`src/rtl/vga_fb_reader.sv`:
```
// Framebuffer pixel fetcher: maps the VGA scan position to a framebuffer
// address, handles offset/replication/background, generates test patterns
// and keeps all flags aligned with the RAM read latency.
module vga_fb_reader #(
    parameter int                IMG_W       = 640,
    parameter int                IMG_H       = 480,
    parameter int                ADDR_W      = 19,
    parameter int                DATA_W      = 12,
    parameter int                SCALE_SHIFT = 0,
    parameter int                RAM_LAT     = 1,
    parameter logic [DATA_W-1:0] BG_COLOR    = '0
) (
    input  logic              pix_clk,
    input  logic              rst_n,
    input  logic [11:0]       pix_x,
    input  logic [11:0]       pix_y,
    input  logic              pix_valid,
    input  logic [1:0]        mode_req,
    input  logic [11:0]       x_off,
    input  logic [11:0]       y_off,
    output logic              ram_en,
    output logic [ADDR_W-1:0] ram_addr,
    input  logic [DATA_W-1:0] ram_dout,
    output logic [DATA_W-1:0] pix_data,
    output logic              pix_data_vld,
    output logic              frame_start
);

    localparam int IMG_W_S = IMG_W << SCALE_SHIFT;
    localparam int IMG_H_S = IMG_H << SCALE_SHIFT;
    localparam int BAR_W   = IMG_W / 8;

    logic signed [12:0] rx, ry;
    logic [12:0]        ix, iy;
    logic [25:0]        addr_wide;
    logic               inside_c, sof_c;
    logic [1:0]         mode_eff;
    logic [7:0]         fc_eff;
    logic [3:0]         grad_r, grad_g, grad_b;
    logic [2:0]         bar_k;
    logic [DATA_W-1:0]  pat_c;

    logic [1:0]        mode_q, mode_d;
    logic [7:0]        fc_q, fc_d;
    logic              ram_en_q, ram_en_d;
    logic [ADDR_W-1:0] ram_addr_q, ram_addr_d;

    // Index 0 is the stage-0 register; index RAM_LAT lines up with ram_dout.
    logic [RAM_LAT:0]  vld_pipe_q, vld_pipe_d;
    logic [RAM_LAT:0]  in_pipe_q, in_pipe_d;
    logic [RAM_LAT:0]  sof_pipe_q, sof_pipe_d;
    logic [RAM_LAT:0]  fb_pipe_q, fb_pipe_d;
    logic [DATA_W-1:0] pat_pipe_q [RAM_LAT+1];
    logic [DATA_W-1:0] pat_pipe_d [RAM_LAT+1];

    logic [DATA_W-1:0] pix_data_q, pix_data_d;
    logic              pix_data_vld_q, pix_data_vld_d;
    logic              frame_start_q, frame_start_d;

    // Stage 0: position mapping, mode/frame bookkeeping and pattern generation
    always_comb begin
        rx = $signed({1'b0, pix_x}) - $signed({1'b0, x_off});
        ry = $signed({1'b0, pix_y}) - $signed({1'b0, y_off});
        ix = rx >>> SCALE_SHIFT;
        iy = ry >>> SCALE_SHIFT;
        inside_c = pix_valid && !rx[12] && !ry[12]
                   && ({2'b00, rx[11:0]} < 14'(IMG_W_S))
                   && ({2'b00, ry[11:0]} < 14'(IMG_H_S));
        sof_c = pix_valid && (pix_x == 12'd0) && (pix_y == 12'd0);
        // The sof pixel already belongs to the new frame, so it sees the new mode and count.
        mode_eff = sof_c ? mode_req : mode_q;
        fc_eff   = sof_c ? fc_q + 8'd1 : fc_q;
        mode_d   = mode_eff;
        fc_d     = fc_eff;

        addr_wide  = 26'(iy) * 26'(IMG_W) + 26'(ix);
        ram_en_d   = inside_c && (mode_eff == 2'd0);
        ram_addr_d = ram_en_d ? addr_wide[ADDR_W-1:0] : ram_addr_q;

        grad_r = rx[7:4] - fc_eff[3:0];
        grad_g = ry[7:4] - fc_eff[3:0];
        grad_b = rx[7:4] + ry[7:4];
        bar_k  = 3'd0;
        for (int i = 1; i < 8; i++) begin
            if (ix >= 13'(i * BAR_W)) bar_k = 3'(i);
        end
        case (mode_eff)
            2'd1:    pat_c = DATA_W'({grad_r, grad_g, grad_b});
            2'd3:    pat_c = DATA_W'({{4{bar_k[2]}}, {4{bar_k[1]}}, {4{bar_k[0]}}});
            default: pat_c = BG_COLOR;
        endcase
    end

    // Flag and pattern delay line matching the RAM read latency
    always_comb begin
        vld_pipe_d    = {vld_pipe_q[RAM_LAT-1:0], pix_valid};
        in_pipe_d     = {in_pipe_q[RAM_LAT-1:0], inside_c};
        sof_pipe_d    = {sof_pipe_q[RAM_LAT-1:0], sof_c};
        fb_pipe_d     = {fb_pipe_q[RAM_LAT-1:0], (mode_eff == 2'd0)};
        pat_pipe_d[0] = pat_c;
        for (int i = 1; i <= RAM_LAT; i++) begin
            pat_pipe_d[i] = pat_pipe_q[i-1];
        end
    end

    // Output select from the delayed flags
    always_comb begin
        if (!vld_pipe_q[RAM_LAT])
            pix_data_d = '0;
        else if (!in_pipe_q[RAM_LAT])
            pix_data_d = BG_COLOR;
        else if (fb_pipe_q[RAM_LAT])
            pix_data_d = ram_dout;
        else
            pix_data_d = pat_pipe_q[RAM_LAT];
        pix_data_vld_d = vld_pipe_q[RAM_LAT];
        frame_start_d  = sof_pipe_q[RAM_LAT];
    end

    // All state registers; reset clears the whole pipeline at once
    always_ff @(posedge pix_clk or negedge rst_n) begin
        if (!rst_n) begin
            mode_q         <= 2'd0;
            fc_q           <= 8'd0;
            ram_en_q       <= 1'b0;
            ram_addr_q     <= '0;
            vld_pipe_q     <= '0;
            in_pipe_q      <= '0;
            sof_pipe_q     <= '0;
            fb_pipe_q      <= '0;
            for (int i = 0; i <= RAM_LAT; i++) pat_pipe_q[i] <= '0;
            pix_data_q     <= '0;
            pix_data_vld_q <= 1'b0;
            frame_start_q  <= 1'b0;
        end else begin
            mode_q         <= mode_d;
            fc_q           <= fc_d;
            ram_en_q       <= ram_en_d;
            ram_addr_q     <= ram_addr_d;
            vld_pipe_q     <= vld_pipe_d;
            in_pipe_q      <= in_pipe_d;
            sof_pipe_q     <= sof_pipe_d;
            fb_pipe_q      <= fb_pipe_d;
            for (int i = 0; i <= RAM_LAT; i++) pat_pipe_q[i] <= pat_pipe_d[i];
            pix_data_q     <= pix_data_d;
            pix_data_vld_q <= pix_data_vld_d;
            frame_start_q  <= frame_start_d;
        end
    end

    assign ram_en       = ram_en_q;
    assign ram_addr     = ram_addr_q;
    assign pix_data     = pix_data_q;
    assign pix_data_vld = pix_data_vld_q;
    assign frame_start  = frame_start_q;

endmodule
```
`config.mk`:
```
export PLATFORM = sky130hd
export DESIGN_NAME = vga_fb_reader
export DESIGN_NICKNAME = d
export VERILOG_FILES = /design/src/rtl/vga_fb_reader.sv
export SDC_FILE = /design/constraint.sdc
export NUM_CORES = 1
export LEC_CHECK = 0
export ABC_AREA = 1
export BUFFER_PORTS_ARGS = -buffer_cell sky130_fd_sc_hd__buf_2
export CAP_MARGIN = 30
export CELL_PAD_IN_SITES_DETAIL_PLACEMENT = 1
export CELL_PAD_IN_SITES_GLOBAL_PLACEMENT = 2
export CORE_ASPECT_RATIO = 1.5
export CORE_MARGIN = 10
export CORE_UTILIZATION = 35
export DETAILED_ROUTE_END_ITERATION = 6
export GPL_ROUTABILITY_DRIVEN = 0
export GPL_TIMING_DRIVEN = 0
export PLACE_DENSITY_LB_ADDON = 0.2
export SLEW_MARGIN = 25
export SYNTH_ARGS = -nofsm -noshare
export SYNTH_HDL_FRONTEND = slang
export SYNTH_SLANG_ARGS = --single-unit
```
`constraint.sdc`:
```
create_clock -name pix_clk -period 5.6 [get_ports pix_clk]
set_input_delay 0.84 -clock pix_clk [delete_from_list [all_inputs] [get_ports pix_clk]]
set_output_delay 0.84 -clock pix_clk [all_outputs]
set_load 0.01 [all_outputs]
```
==> impl_table.tex <==
\begin{tabular}{lr}
\hline
Metric & Value \\
\hline
\multicolumn{2}{l}{\textbf{Critical path}} \\
\quad Most used cell, CP & sky130\_fd\_sc\_hd\_\_inv\_1 \\
\quad Required time of the critical path & approximately 5.8 ns \\
\quad Type of the setup path with the least slack & in2reg \\
\quad Number of buffers and inverters on the critical path & 7 \\
\quad Gate family responsible for the most delay along the worst path & adder cells \\
\quad Crit path cell chain & buf\_2 -> inv\_1 -> ha\_1 -> inv\_1 -> fa\_1 -> nand3\_1 -> nand3\_1 -> xor2\_1 -> inv\_1 -> ha\_1 -> inv\_1 -> fa\_1 -> inv\_1 -> ha\_1 -> inv\_1 -> nor2\_1 -> nand3\_1 -> nand2\_1 -> nand2\_1 -> nand2\_1 -> nand3\_1 -> nand3\_1 -> nand2\_1 \\
\quad Capturing element type of the critical path & flip-flop \\
\quad Arrival time of the worst setup path & approximately 4.8 ns \\
\quad Critical path fanouts, max & 4 \\
\quad Max incr delay on CP & between 0.5 and 0.6 ns \\
\quad Startpoint kind of the worst setup timing path & primary input \\
\quad Critical-path top delay cell & sky130\_fd\_sc\_hd\_\_fa\_1 \\
\multicolumn{2}{l}{\textbf{Detailed routing}} \\
\quad Via count normalized by instance count & $\sim$4.9 \\
\quad DR vias & 5469 \\
\quad Number of violations reported at the end of detailed-routing iteration 0 & around 180 \\
\quad Final routed wirelength across all metal layers & around 17000 um \\
\quad Routed length per placed instance & $\sim$16 um \\
\quad Antenna violation net count after detailed routing & 0 \\
\quad First-pass iteration count of the detailed router & 6 \\
\quad Detailed-route DRC error count & 0 \\
\multicolumn{2}{l}{\textbf{CTS}} \\
\quad Number of H-tree levels & 3 \\
\quad Clock slew at reported path FFs & around 0.06 ns \\
\quad Clock sink count & 72 \\
\quad Clock buffer depth & 2 \\
\quad Total clock buffers created by CTS & 9 \\
\quad TritonCTS clock tree & yes \\
\quad Clk\_lat worst skew & 0.33 ns \\
\quad Root Buffer & sky130\_fd\_sc\_hd\_\_clkbuf\_16 \\
\quad Post-CTS setup-driven buffer insertion count & 0 \\
\quad Post-cts repair resize count & 0 \\
\quad Hold bufs inserted after CTS & 0 \\
\multicolumn{2}{l}{\textbf{Die}} \\
\quad Core area & around 16000 um2 \\
\quad Width of the die & between 100 and 150 um \\
\quad Die Ht & 178 um \\
\quad Number of standard-cell rows in the floorplan & 57 \\
\quad Top-level port count & around 100 \\
\quad Starting Density & 0.358 \\
\quad Die ar. & approximately 22000 um2 \\
\multicolumn{2}{l}{\textbf{STA}} \\
\quad Tcrit/Tclk final & 0.815 \\
\quad Tightest Pin Transition & roughly 0.51 ns \\
\quad Max-slew headroom at the worst pin & 0.656 \\
\quad Sum of negative setup slack & 0 ns \\
\quad Setup Viol. Count Final & 0 \\
\quad Time the final worst path needs with I/O delays and setup & between 4 and 5 ns \\
\quad FMAX & between 200 and 250 MHz \\
\quad Unrepaired setup endpoints after global routing & false \\
\quad Total count of max-transition violations in the final report & 0 \\
\quad Post-Route Skew & around 0.0098 ns \\
\quad Final Hold Violating Endpoints & 0 \\
\multicolumn{2}{l}{\textbf{Placement}} \\
\quad Placed instance count & 1105 \\
\quad Instance area at placement & 6620 um2 \\
\quad HPWL after detailed placement & approximately 15000 um \\
\quad Port buffer count & 98 \\
\multicolumn{2}{l}{\textbf{Power}} \\
\quad Relative contribution of combinational cells to total power & 0.464 \\
\quad Maximum VDD drop & between 0.00015 and 0.0002 V \\
\quad Switching component of the power & around 0.86 mW \\
\quad Switching portion of total power & 0.424 \\
\quad Lkg Pwr & roughly 3.9 nW \\
\quad Total power density per cell area & 293 nW/um2 \\
\quad Internal power & $\sim$1.2 mW \\
\quad Sequential power share & 0.265 \\
\quad Total power & 2.02 mW \\
\quad Clk pwr share & 0.271 \\
\multicolumn{2}{l}{\textbf{Synthesis}} \\
\quad Leading area contributor after synthesis & sky130\_fd\_sc\_hd\_\_dfrtp\_1 \\
\quad Cells taking the most area after synthesis & sky130\_fd\_sc\_hd\_\_dfrtp\_1, sky130\_fd\_sc\_hd\_\_nand2\_1, sky130\_fd\_sc\_hd\_\_ha\_1, sky130\_fd\_sc\_hd\_\_inv\_1, sky130\_fd\_sc\_hd\_\_nand3\_1 \\
\quad Synth Area per Inst & about 7.3 um2 \\
\quad Most common cell in the synthesized netlist & sky130\_fd\_sc\_hd\_\_nand2\_1 \\
\quad Total standard cell area after synthesis & $\sim$5800 um2 \\
\quad Dominant register cell in the synthesized netlist & sky130\_fd\_sc\_hd\_\_dfrtp\_1 \\
\quad Fraction of synthesis flops using an asynchronous set or reset pin & 1.00 \\
\quad Number of library cell types mapped by synthesis & 44 \\
\quad Number of nets in the synthesized netlist & 928 \\
\quad Register area share after synthesis & 0.308 \\
\quad Commonest cells in the netlist & sky130\_fd\_sc\_hd\_\_nand2\_1, sky130\_fd\_sc\_hd\_\_inv\_1, sky130\_fd\_sc\_hd\_\_dfrtp\_1, sky130\_fd\_sc\_hd\_\_nor2\_1, sky130\_fd\_sc\_hd\_\_nand3\_1 \\
\quad EDFF count, synth & 0 \\
\quad FF+latch count, synth & between 70 and 80 \\
\quad Synth warn & 0 \\
\quad Share of the synthesized area in the top cell type & 0.308 \\
\quad Instance count of the mapped netlist & 800 \\
\multicolumn{2}{l}{\textbf{Worst hold path}} \\
\quad Class of the tightest hold or removal check & reg2reg \\
\multicolumn{2}{l}{\textbf{Final layout}} \\
\quad Fill cells & between 2000 and 2500 \\
\quad Diodes inserted & 0 \\
\quad Utilization after layout & 0.423 \\
\quad Area Growth Syn to Fin & 18.1\% \\
\quad Share of layout cells above drive strength 1 & 0.199 \\
\quad Layout Cells excl Fill & roughly 1100 \\
\quad Post-layout net count & 1038 \\
\quad Design Area, Final & just under 7000 um2 \\
\multicolumn{2}{l}{\textbf{Global routing}} \\
\quad First-pass GRT wire length & a little under 30000 um \\
\quad Initial antenna violation count & 0 \\
\quad Pin count of the biggest net entering global routing & 47 \\
\quad Total Routing Usage GR & 0.159 \\
\quad Number of global-route vias before repair & between 5000 and 6000 \\
\quad Total overflow reported by the global router & 0 \\
\multicolumn{2}{l}{\textbf{Job}} \\
\quad Max cap viols & 0 \\
\multicolumn{2}{l}{\textbf{Run status}} \\
\quad Status & completed \\
\hline
\end{tabular}
## cell families after synthesis
family / share of synthesized area
adders and majority gates: 0.144
xor gates and xnor gates: 0.0357
DFF: 0.308
AOI/OAI and AO/OA: 0.0653
buffers and inverters: 0.0944
and+or+nand+nor: 0.353
## sequential cells by signal, indices dropped and copies added (netlist names)
| name | cells |
|---|---|
| fb_pipe_q | 2 |
| fc_q | 4 |
| frame_start | 1 |
| in_pipe_q | 2 |
| mode_q | 2 |
| pat_pipe_d | 12 |
| pat_pipe_q | 12 |
| pix_data | 12 |
| pix_data_vld | 1 |
| ram_addr | 19 |
| ram_en | 1 |
| sof_pipe_q | 2 |
| vld_pipe_q | 2 |
## layout make-up
type                    count  area [um2]  share of cell area
plain buffers               7        56.3             0.00815
clock buffers               9         225              0.0326
clock inverters             7        63.8             0.00924
inverters                 132         495              0.0718
multi-input cells         589        3490               0.506
flip-flops and latches     72        1800               0.261
well taps                 206         258              0.0373
repair buffers             99         513              0.0743
## cell usage in the layout (no fill, tap or decap), types with 14 or more instances in the layout
cell                      count
sky130_fd_sc_hd__nand2_2     25
sky130_fd_sc_hd__buf_2       97
sky130_fd_sc_hd__nor3_1      15
sky130_fd_sc_hd__xor2_1      19
sky130_fd_sc_hd__nand3_1     65
sky130_fd_sc_hd__inv_1      130
sky130_fd_sc_hd__nor2_1      67
sky130_fd_sc_hd__ha_1        56
sky130_fd_sc_hd__nand2_1    215
sky130_fd_sc_hd__a21oi_1     20
sky130_fd_sc_hd__nand4_1     20
sky130_fd_sc_hd__dfrtp_1     72
sky130_fd_sc_hd__o21ai_0     14
## worst reg2reg max path, stage by stage (launching register included)
cell                      delay [ns]
sky130_fd_sc_hd__dfrtp_1        0.42
sky130_fd_sc_hd__ha_1           0.25
sky130_fd_sc_hd__nand4_1        0.14
sky130_fd_sc_hd__xor2_1         0.30
sky130_fd_sc_hd__ha_1           0.34
sky130_fd_sc_hd__nand2_1        0.10
sky130_fd_sc_hd__nand2_1        0.07
sky130_fd_sc_hd__a31oi_1        0.18
sky130_fd_sc_hd__or2_1          0.15
sky130_fd_sc_hd__nand3_1        0.07
sky130_fd_sc_hd__nand2_1        0.07
sky130_fd_sc_hd__o21ai_0        0.07
## metrics by stage
| step | hold WS, ns | setup slack (ns) |
|---|---|---|
| 2_1_floorplan | 0.331 | 1.68 |
| 3_3_place_gp | 0.333 | 0.775 |
| 3_5_place_dp | 0.336 | 0.603 |
| 4_1_cts | 0.350 | 0.955 |
| 5_1_grt | 0.357 | 0.694 |
| 6_report | 0.349 | 1.04 |
## metal layers
metal,vias to the layer above,share of wire,track usage
met4,0,0.016,0.0486
met2,95,0.54,0.303
met3,13,0.031,0.0244
li1,2771,-,-
met1,2590,0.42,0.174
met5,-,0,0
## power by group through the flow
stage	clock (mW)	combinational, mW	sequential [mW]
floorplan	0	0.689	0.546
global placement	0	0.908	0.546
detailed placement	0	0.946	0.546
CTS	0.565	0.956	0.537
global route	0.598	1.09	0.538
finish	0.548	0.938	0.537
## worst paths after layout
path	startpoint	to	slack, ns	depth (start not counted)
hold reg to reg	pat_pipe_d[2]	pat_pipe_q[2]	0.35	0
setup reg to reg	fc_q[0]	pat_pipe_d[7]	3.34	11
hold / removal	pat_pipe_d[2]	pat_pipe_q[2]	0.35	0
setup / recovery	pix_y[0]	ram_addr[16]	1.04	23
max in group asynchronous	rst_n	vld_pipe_q[1]	4.64	2
min in group asynchronous	rst_n	pix_data[9]	0.41	1
(Power assumes the default switching activity.)
